## config.mk

```make
export PLATFORM = sky130hd
export DESIGN_NAME = vga_pic_sched
export DESIGN_NICKNAME = d
export VERILOG_FILES = /design/src/rtl/vga_pic_sched.sv
export SDC_FILE = /design/constraint.sdc
export NUM_CORES = 1
export LEC_CHECK = 0
export ABC_AREA = 1
export CORE_AREA = 2 2 39 41
export CTS_CLUSTER_DIAMETER = 60
export DETAILED_ROUTE_END_ITERATION = 10
export DIE_AREA = 0 0 41 43
export HOLD_SLACK_MARGIN = 0.15
export SLEW_MARGIN = 40
export SYNTH_ARGS = -nofsm -noshare
export SYNTH_HDL_FRONTEND = slang
export SYNTH_SLANG_ARGS = --single-unit
```

## constraint.sdc

```tcl
create_clock -name clk -period 1 [get_ports clk]
set_clock_uncertainty 0.15 [all_clocks]
set_input_delay 0.2 -clock clk [delete_from_list [all_inputs] [get_ports clk]]
set_output_delay 0.2 -clock clk [all_outputs]
set_load 0.005 [all_outputs]
```

## src/rtl/vga_pic_sched.sv

```systemverilog
// Picture-change scheduler for the VGA pixel mux with frame-aligned fade out/in.
// Define PIC_SCHED_FADE_EN to enable fading; otherwise pictures swap directly.
module vga_pic_sched #(
    parameter int         NUM_PIC   = 2,
    parameter logic [7:0] FADE_STEP = 8'd16
) (
    input  logic       clk,
    input  logic       rst,
    input  logic       i_frame_start,
    input  logic       i_req_valid,
    input  logic [1:0] i_req_pic,
    output logic       o_req_ready,
    output logic [1:0] o_pic_sel,
    output logic [7:0] o_fade,
    output logic       o_busy,
    output logic       o_done,
    output logic       o_err
);

    typedef enum logic [1:0] {
        IDLE     = 2'd0,
        FADE_OUT = 2'd1,
        SWAP     = 2'd2,
        FADE_IN  = 2'd3
    } state_t;

    localparam logic [2:0] NPIC = 3'(NUM_PIC);

    state_t     r_state;
    logic [1:0] r_target;
    logic [1:0] r_pic_sel;
    logic       r_done;
    logic       r_err;
    logic       w_in_range;

    assign w_in_range = ({1'b0, i_req_pic} < NPIC);

`ifdef PIC_SCHED_FADE_EN
    logic [7:0] r_fade;
    logic [8:0] w_up;
    logic [7:0] w_inc;
    logic [7:0] w_dec;

    // Saturating step in both directions; 9-bit sum catches overflow past 255
    assign w_up  = {1'b0, r_fade} + {1'b0, FADE_STEP};
    assign w_inc = w_up[8] ? 8'hFF : w_up[7:0];
    assign w_dec = (r_fade > FADE_STEP) ? (r_fade - FADE_STEP) : 8'd0;
`else
    logic w_unused_step;
    assign w_unused_step = ^FADE_STEP;
`endif

    always_ff @(posedge clk or posedge rst) begin
        if (rst) begin
            r_state   <= IDLE;
            r_target  <= 2'd0;
            r_pic_sel <= 2'd0;
            r_done    <= 1'b0;
            r_err     <= 1'b0;
`ifdef PIC_SCHED_FADE_EN
            r_fade    <= 8'hFF;
`endif
        end else begin
            r_done <= 1'b0;
            r_err  <= 1'b0;
            unique case (r_state)
                IDLE: begin
                    if (i_req_valid) begin
                        if (!w_in_range) begin
                            r_err <= 1'b1;
                        end else if (i_req_pic == r_pic_sel) begin
                            r_done <= 1'b1;
                        end else begin
                            r_target <= i_req_pic;
`ifdef PIC_SCHED_FADE_EN
                            r_state  <= FADE_OUT;
`else
                            r_state  <= SWAP;
`endif
                        end
                    end
                end
`ifdef PIC_SCHED_FADE_EN
                FADE_OUT: begin
                    if (i_frame_start) begin
                        r_fade <= w_dec;
                        if (w_dec == 8'd0) begin
                            r_state <= SWAP;
                        end
                    end
                end
`endif
                SWAP: begin
                    if (i_frame_start) begin
                        r_pic_sel <= r_target;
`ifdef PIC_SCHED_FADE_EN
                        r_state   <= FADE_IN;
`else
                        r_state   <= IDLE;
                        r_done    <= 1'b1;
`endif
                    end
                end
`ifdef PIC_SCHED_FADE_EN
                FADE_IN: begin
                    if (i_frame_start) begin
                        r_fade <= w_inc;
                        if (w_inc == 8'hFF) begin
                            r_state <= IDLE;
                            r_done  <= 1'b1;
                        end
                    end
                end
`endif
                default: r_state <= IDLE;
            endcase
        end
    end

    assign o_req_ready = (r_state == IDLE);
    assign o_busy      = (r_state != IDLE);
    assign o_pic_sel   = r_pic_sel;
    assign o_done      = r_done;
    assign o_err       = r_err;
`ifdef PIC_SCHED_FADE_EN
    assign o_fade      = r_fade;
`else
    assign o_fade      = 8'hFF;
`endif

endmodule

```

Word level (Yosys, flattened, before mapping) --
Index checks and enable logic that the tools add are counted. Widths: inputs -> output; s select.
Storage, ports and cells: register bits after elaboration 8, output and inout bits 14, logic and storage cells 31
Operators by class: magnitude comparators 1, equal/unequal tests 6, muxes and demuxes 13, bitwise gates (word level) 1, reductions and logical operators 5
Operators with widths (count):
- $mux 2 | 4
- $reduce_and 4->1 | 2
- $mux 1 | 7
- $ne 2x2->1 const B | 3
- $pmux 2 s2 | 1
- $eq 2x2->1 | 1
- $eq 2x2->1 const B | 1
- $logic_not 2->1 | 1
- $lt 2x2->1 const B | 1
- $ne 2x1->1 const B | 1
- $pmux 1 s2 | 1
- $reduce_and 2->1 | 1
- $reduce_bool 2->1 | 1
- $not 1->1 | 1

Depth between registers and ports, before layout --
Gate-level depths: netlist of run 1.
depth after elaboration 5, mapped depth 7

Least setup slack after synthesis of run 1 --
Ideal clock, no wire load.
path kind flip-flop to flip-flop, start register r_state[1], end register r_target[0], library setup time 116 ps, arrival time 823 ps, data required time 734 ps, setup slack -89 ps, stages on the path, launching flop included 5, buffers on the path 0, period minus slack after synthesis 1089 ps, path through dfrtp_1 > nor3_2 > nand2_1 > nand2_1 > nand2_1
Between the ends: cells in the longest elaborated chain, start to end 2
RTL lines:
- from (decl) | RTL line 29 | state_t r_state;
- from (signal assigned) | RTL line 55 | r_state <= IDLE;
- from (signal assigned) | RTL line 78 | r_state <= SWAP;
- from (signal assigned) | RTL line 99 | r_state <= IDLE;
- $logic_not 2->1 | RTL line 66 | unique case (r_state)
- $reduce_and 4->1 (no source line)
- to (signal assigned) | RTL line 74 | r_target <= i_req_pic;
- to (decl) | RTL line 30 | logic [1:0] r_target;
No other way between the ends. A chain may end at the register's enable or synchronous reset.

Worst setup path after layout of run 1 --
start register r_state[1], end output port o_req_ready
Between the ends: cells in the longest elaborated chain, start to end 1
RTL lines:
- $logic_not 2->1 | RTL line 120 | assign o_req_ready = (r_state == IDLE);
- to (decl) | RTL line 12 | output logic o_req_ready,
No other way between the ends.

==> results of run 1 <==
-- sequential cells by signal, summed over array words and instances (netlist names) --
signal,flops
o_done,1
o_err,1
o_pic_sel,2
r_state,1
r_target,2
-- routing by layer --
layer / track usage / up-vias / routed length (um)
met5: 0 / - / 0
li1: - / 168 / -
met4: 0.100 / 0 / 11
met2: 0.116 / 12 / 344
met1: 0.132 / 149 / 310
met3: 0.0314 / 2 / 70
-- cell type report --
| cell class | count | area [um2] | share of cell area |
|---|---|---|---|
| inverter | 8 | 30.0 | 0.0516 |
| sequential | 7 | 175 | 0.301 |
| tap | 16 | 20.0 | 0.0344 |
| multi-input combinational | 30 | 164 | 0.282 |
| timing repair buffer | 20 | 166 | 0.286 |
| clock buffer | 4 | 26.3 | 0.0452 |
-- logic make-up (layout without fill, tap and decap cells) --
| kind of cell | Yosys count | count (layout) | synth area share |
|---|---|---|---|
| other | 1 | 8 | 0.0100 |
| and+or+nand+nor | 18 | 18 | 0.227 |
| buffers and inverters | 16 | 32 | 0.241 |
| DFF | 7 | 7 | 0.468 |
| AOI/OAI and AO/OA | 4 | 4 | 0.0535 |
-- cells in the mapped netlist --
master	count	area, um2
nand2_1	10	37.5
dfrtp_1	7	175
nand3_1	2	10.0
o21ai_1	2	10.0
buf_4	8	60.1
nor2_1	1	3.75
nand2_2	3	18.8
nor3_1	1	5.00
inv_1	8	30.0
conb_1	1	3.75
a21oi_1	2	10.0
nor3_2	1	10.0
-- metrics by stage --
| stage | total power (uW) | utilization |
|---|---|---|
| 2_1_floorplan | 527 | - |
| 3_5_place_dp | 695 | 0.362 |
| 5_1_grt | 1120 | 0.420 |
| 4_1_cts | 1010 | 0.395 |
| 6_report | 1040 | 0.420 |
| 3_3_place_gp | 691 | 0.362 |
-- cells in the final DEF (no fill, tap or decap) --
master           synthesis  final
a21oi_1                  2      2
buf_2                    0      5
buf_4                    8      7
buf_6                    0      3
clkbuf_1                 0      1
clkbuf_4                 0      3
clkdlybuf4s50_1          0      3
conb_1                   1      8
dfrtp_1                  7      7
dlymetal6s2s_1           0      2
inv_1                    8      6
inv_2                    0      2
nand2_1                 10      6
nand2_2                  3      6
nand2_4                  0      1
nand3_1                  2      2
nor2_2                   0      1
nor3_2                   1      1
nor3_4                   0      1
o21ai_1                  2      2
-- worst reg2reg max path, delay by kind of cell, from the launching register on --
kind                   cells  cell delay [ps]
buffers and inverters      2              240
DFF                        1              390
and+or+nand+nor            4              350
-- worst max path at each step --
stage | from | endpoint | slack (ps)
after CTS | r_state[1] | o_req_ready | -260
after global routing | r_state[1] | r_target[0] | -290
after detailed placement | i_req_pic[1] | r_target[0] | -440
after global placement | i_req_pic[1] | r_target[0] | -460
final | r_state[1] | o_req_ready | -260
after floorplan | r_state[1] | r_target[0] | -90
-- power groups by stage --
stage	clock (uW)	combinational (uW)	sequential, uW
after floorplan	0	140	387
after detailed placement	0	311	384
after CTS	274	371	368
final	261	411	371
after global routing	289	452	379
after global placement	0	308	382
-- what timing repair did --
item / 4_1_cts / 5_1_grt
buffers inserted: 3 / 2
endpoints found under the setup margin: 10 / 13
pin swaps: 4 / 2
resized for setup: 31 / 8
hold endpoints to repair: 7 / 8
==> results by group, run 1 <==
Status
  – Outcome: complete, but fails checks
  – Failing checks: setup timing

Clock tree
  – Clock transition at path regs: 50 ps
  – CTS root buf: clkbuf_4
  – Clk_lat worst skew: 250 ps
  – Clk sinks: 7
  – CTS tree: done
  – Clock Tree Buf Depth: 2
  – Num CTS Buffers: 3
  – Htree depth: 1

Timing
  – Fmax: 797 MHz
  – Worst setup margin: -255 ps
  – Worst Hold Margin: 28.7 ps
  – Final setup vio count: 12
  – Setup TNS: -1690 ps
  – Tmin final: 1260 ps
  – Crit share post-route: 1.26
  – RSZ-0062 raised after global routing: true
  – Final slew viol count: 0
  – Fin. Hold Viols: 0

Floorplanning
  – Io pins: 20
  – Die height: 43 um
  – Row cnt: 14
  – Initial Util: 0.270
  – DIE WIDTH: 41 um
  – Die area: 1760 um2
  – Core Region: 1380 um2

Pwr
  – Share of power burned in combinational logic: 0.394
  – Worst VDD drop: 0.748 mV
  – Clock power frac: 0.250
  – Sw Share: 0.306
  – Switching power: 319 uW
  – Reg power frac: 0.355
  – Power Density: 1790 nW/um2
  – P_leak: 0.000335 uW
  – Internal power: 724 uW

Detailed routing
  – Drt pass-1 iters: 4
  – Antenna-violating nets left: 0
  – DR WL/cell: 8.67 um
  – Via count: 331
  – Total Wirelength: 737 um
  – Vias per cell: 3.89
  – Iter 0 DRT Violations: 5
  – # DRC: 0

Critical path
  – CP peak stage delay: 390 ps
  – Flop-to-flop setup slack: -230 ps
  – Arrival @ worst endpoint: 910 ps
  – Levels on crit path: 3
  – CP delay by family, top: flip-flops
  – CP cell instances: buf_6 > inv_2 > buf_2
  – Buffers & Inverters on Critical Path: 3
  – Worst r2r src: r_state[1]
  – Max FO, Critical Path: 3
  – Critical Path End Type: output pin
  – Worst EP required: 650 ps
  – Worst r2r dst: r_target[0]
  – Reg2Reg Depth: 6
  – Startpoint Class: flip-flop
  – Kind of critical path: flip-flop to output pin
  – CP max stage cell: dfrtp_1

GRT
  – Vias in the first global route: 269
  – GR Overflow Total: 0
  – First-pass GRT wire length: 1100 um
  – Antenna violations before repair: 0
  – Largest net degree at the start of global routing: 8
  – Total GRT Usage: 0.0991

Synth
  – Seq/Total Area, Yosys: 0.468
  – Synthesized instance count: 46
  – Yosys reg bits: 7
  – Yosys warning count: 0
  – Synthesized area: 374 um2
  – Netlist cell types: 12
  – Syn avg cell area: 8.13 um2

Layout
  – Layout cells sized above 1: 0.435
  – Fill cells: 150
  – Fin area: 582 um2
  – Diodes inserted: 0
  – Non-Filler Instances: 85
  – Nets: 76
  – Synth-to-layout area growth: 55.5%

Placement
  – Placer Congestion: 0.737
  – Pre-CTS setup slack: -445 ps
  – I/O Buffers: 11
  – Final HPWL DP: 509 um
  – Placed insts: 76
  – Placed Area: 500 um2

Hold path
  – Hold WC Path Type: primary input to asynchronous set/reset pin

Flow run
  – Max_cap viols: 0
(Power assumes the default switching activity.)
==> run 2, diff against run 1 <==
--- a/config.mk
+++ b/config.mk
@@ -7,6 +7,7 @@
 export LEC_CHECK = 0
 export ABC_AREA = 1
 export CORE_AREA = 2 2 39 41
+export CTS_BUF_LIST = sky130_fd_sc_hd__clkbuf_8
 export CTS_CLUSTER_DIAMETER = 60
 export DETAILED_ROUTE_END_ITERATION = 10
 export DIE_AREA = 0 0 41 43
==> results by group, run 2 (synthesis gave the netlist of run 1 again) <==
Layout
  – Diodes inserted: 0
  – Nets: 77
  – Fill cells: 146
  – Layout cells sized above 1: 0.414
  – Commonest cells after routing, fill and taps aside: inv_1 (8), conb_1 (8), dfrtp_1 (7), buf_4 (7)
  – Synth-to-layout area growth: 63.9%
  – Final core occ: 0.443
  – Area occupied by registers: 175 um2
  – Multi-input logic area: 159 um2

Detailed routing
  – Total Wirelength: 775 um
  – # DRC: 0
  – Iter 0 DRT Violations: 4
  – Antenna-violating nets left: 0
  – Drt pass-1 iters: 3
  – Max Used Layer: met3
  – Met2 WL: 366 um
  – DR WL/cell: 9.01 um
  – Via count: 335
  – Met3 wire len: 74 um
  – Wl on met1: 333 um
  – Vias per cell: 3.90

Floorplanning
  – Initial Util: 0.270
  – Die height: 43 um
  – Row cnt: 14
  – Die area: 1760 um2
  – Core Region: 1380 um2
  – Io pins: 20
  – DIE WIDTH: 41 um

Placement
  – I/O Buffers: 11
  – Pre-CTS setup slack: -445 ps
  – Placer Congestion: 0.737
  – Final HPWL DP: 509 um

Status
  – Outcome: complete, but fails checks
  – Failing checks: setup timing

Critical path
  – CP max stage cell: dfrtp_1
  – CP delay by family, top: flip-flops
  – Startpoint Class: flip-flop
  – Kind of critical path: flip-flop to flip-flop
  – Worst EP required: 970 ps
  – Arrival @ worst endpoint: 1210 ps
  – Buffers & Inverters on Critical Path: 2
  – Max FO, Critical Path: 4
  – CP peak stage delay: 380 ps
  – Critical Path End Type: flip-flop
  – CP cell instances: buf_6 > buf_6 > nor3_4 > nand2_2 > nand2_1 > nand2_1

Pwr
  – Power Density: 2030 nW/um2
  – P_leak: 0.000355 uW
  – Worst VDD drop: 0.889 mV

Clock tree
  – Num CTS Buffers: 3
  – CTS tree: done
  – Clk_lat worst skew: 230 ps
  – Clk sinks: 7
  – Htree depth: 1
  – Clock Tree Buf Depth: 2
  – CTS root buf: clkbuf_8
  – Clock transition at path regs: 40 ps

Timing
  – Crit share post-route: 1.25
  – Final slew viol count: 0
  – Worst Hold Margin: 56.2 ps
  – Setup TNS: -1730 ps
  – Fin. Hold Viols: 0
  – Fmax: 803 MHz
  – RSZ-0062 raised after global routing: true
  – Worst setup margin: -246 ps
  – Tmin final: 1250 ps
  – Final setup vio count: 13

Flow run
  – Max_cap viols: 0

GRT
  – First-pass GRT wire length: 1100 um
  – Total GRT Usage: 0.0971
  – Vias in the first global route: 278
  – GR Overflow Total: 0
  – Largest net degree at the start of global routing: 8
  – Antenna violations before repair: 0

Hold path
  – Hold WC Path Type: primary input to asynchronous set/reset pin
run 2: path summary, 6_finish.rpt:
kind,to,slack (ps),cells past startpoint,from
max,r_target[0],-250,6,r_state[1]
min,o_done,60,2,rst
max reg2reg,r_target[0],-250,6,r_state[1]
min reg2reg,r_target[0],330,2,r_target[0]
max in group asynchronous,o_pic_sel[1],430,2,rst
min in group clk,r_state[1],80,2,i_frame_start
run 2: power breakdown:
group          switching, uW  internal (uW)  total, uW
registers               34.5            344        378
logic                    191            285        476
clock network            125            266        391
total                    351            894       1240
run 2: area by class of cell:
type	instances	area share
repair buffers	21	0.300
flip-flops and latches	7	0.286
multi-input cells	30	0.259
clock buffers	3	0.0673
inverters	8	0.0490
well taps	16	0.0327
clock inverters	1	0.00612
run 2: what timing repair did:
| item | in CTS | in global routing |
|---|---|---|
| gates resized for setup | 30 | 9 |
| pin swaps | 3 | 3 |
| endpoints found under the hold margin | 7 | 8 |
| endpoints found under the setup margin | 11 | 13 |
| buffers inserted | 3 | 3 |
run 2: metrics by stage:
| step | cell area, um2 | std cells | total power, uW |
|---|---|---|---|
| after CTS | 561 | 83 | 1140 |
| after global routing | 613 | 86 | 1320 |
| after detailed placement | 500 | 76 | 695 |
| after floorplan | 400 | 53 | 527 |
| final | 613 | 86 | 1240 |
| after global placement | 500 | 76 | 691 |
run 2: layer usage:
metal	vias to the layer above	global-route usage
met4	0	0.0800
met2	14	0.122
met3	0	0.0314
li1	171	-
met1	150	0.128
met5	-	0
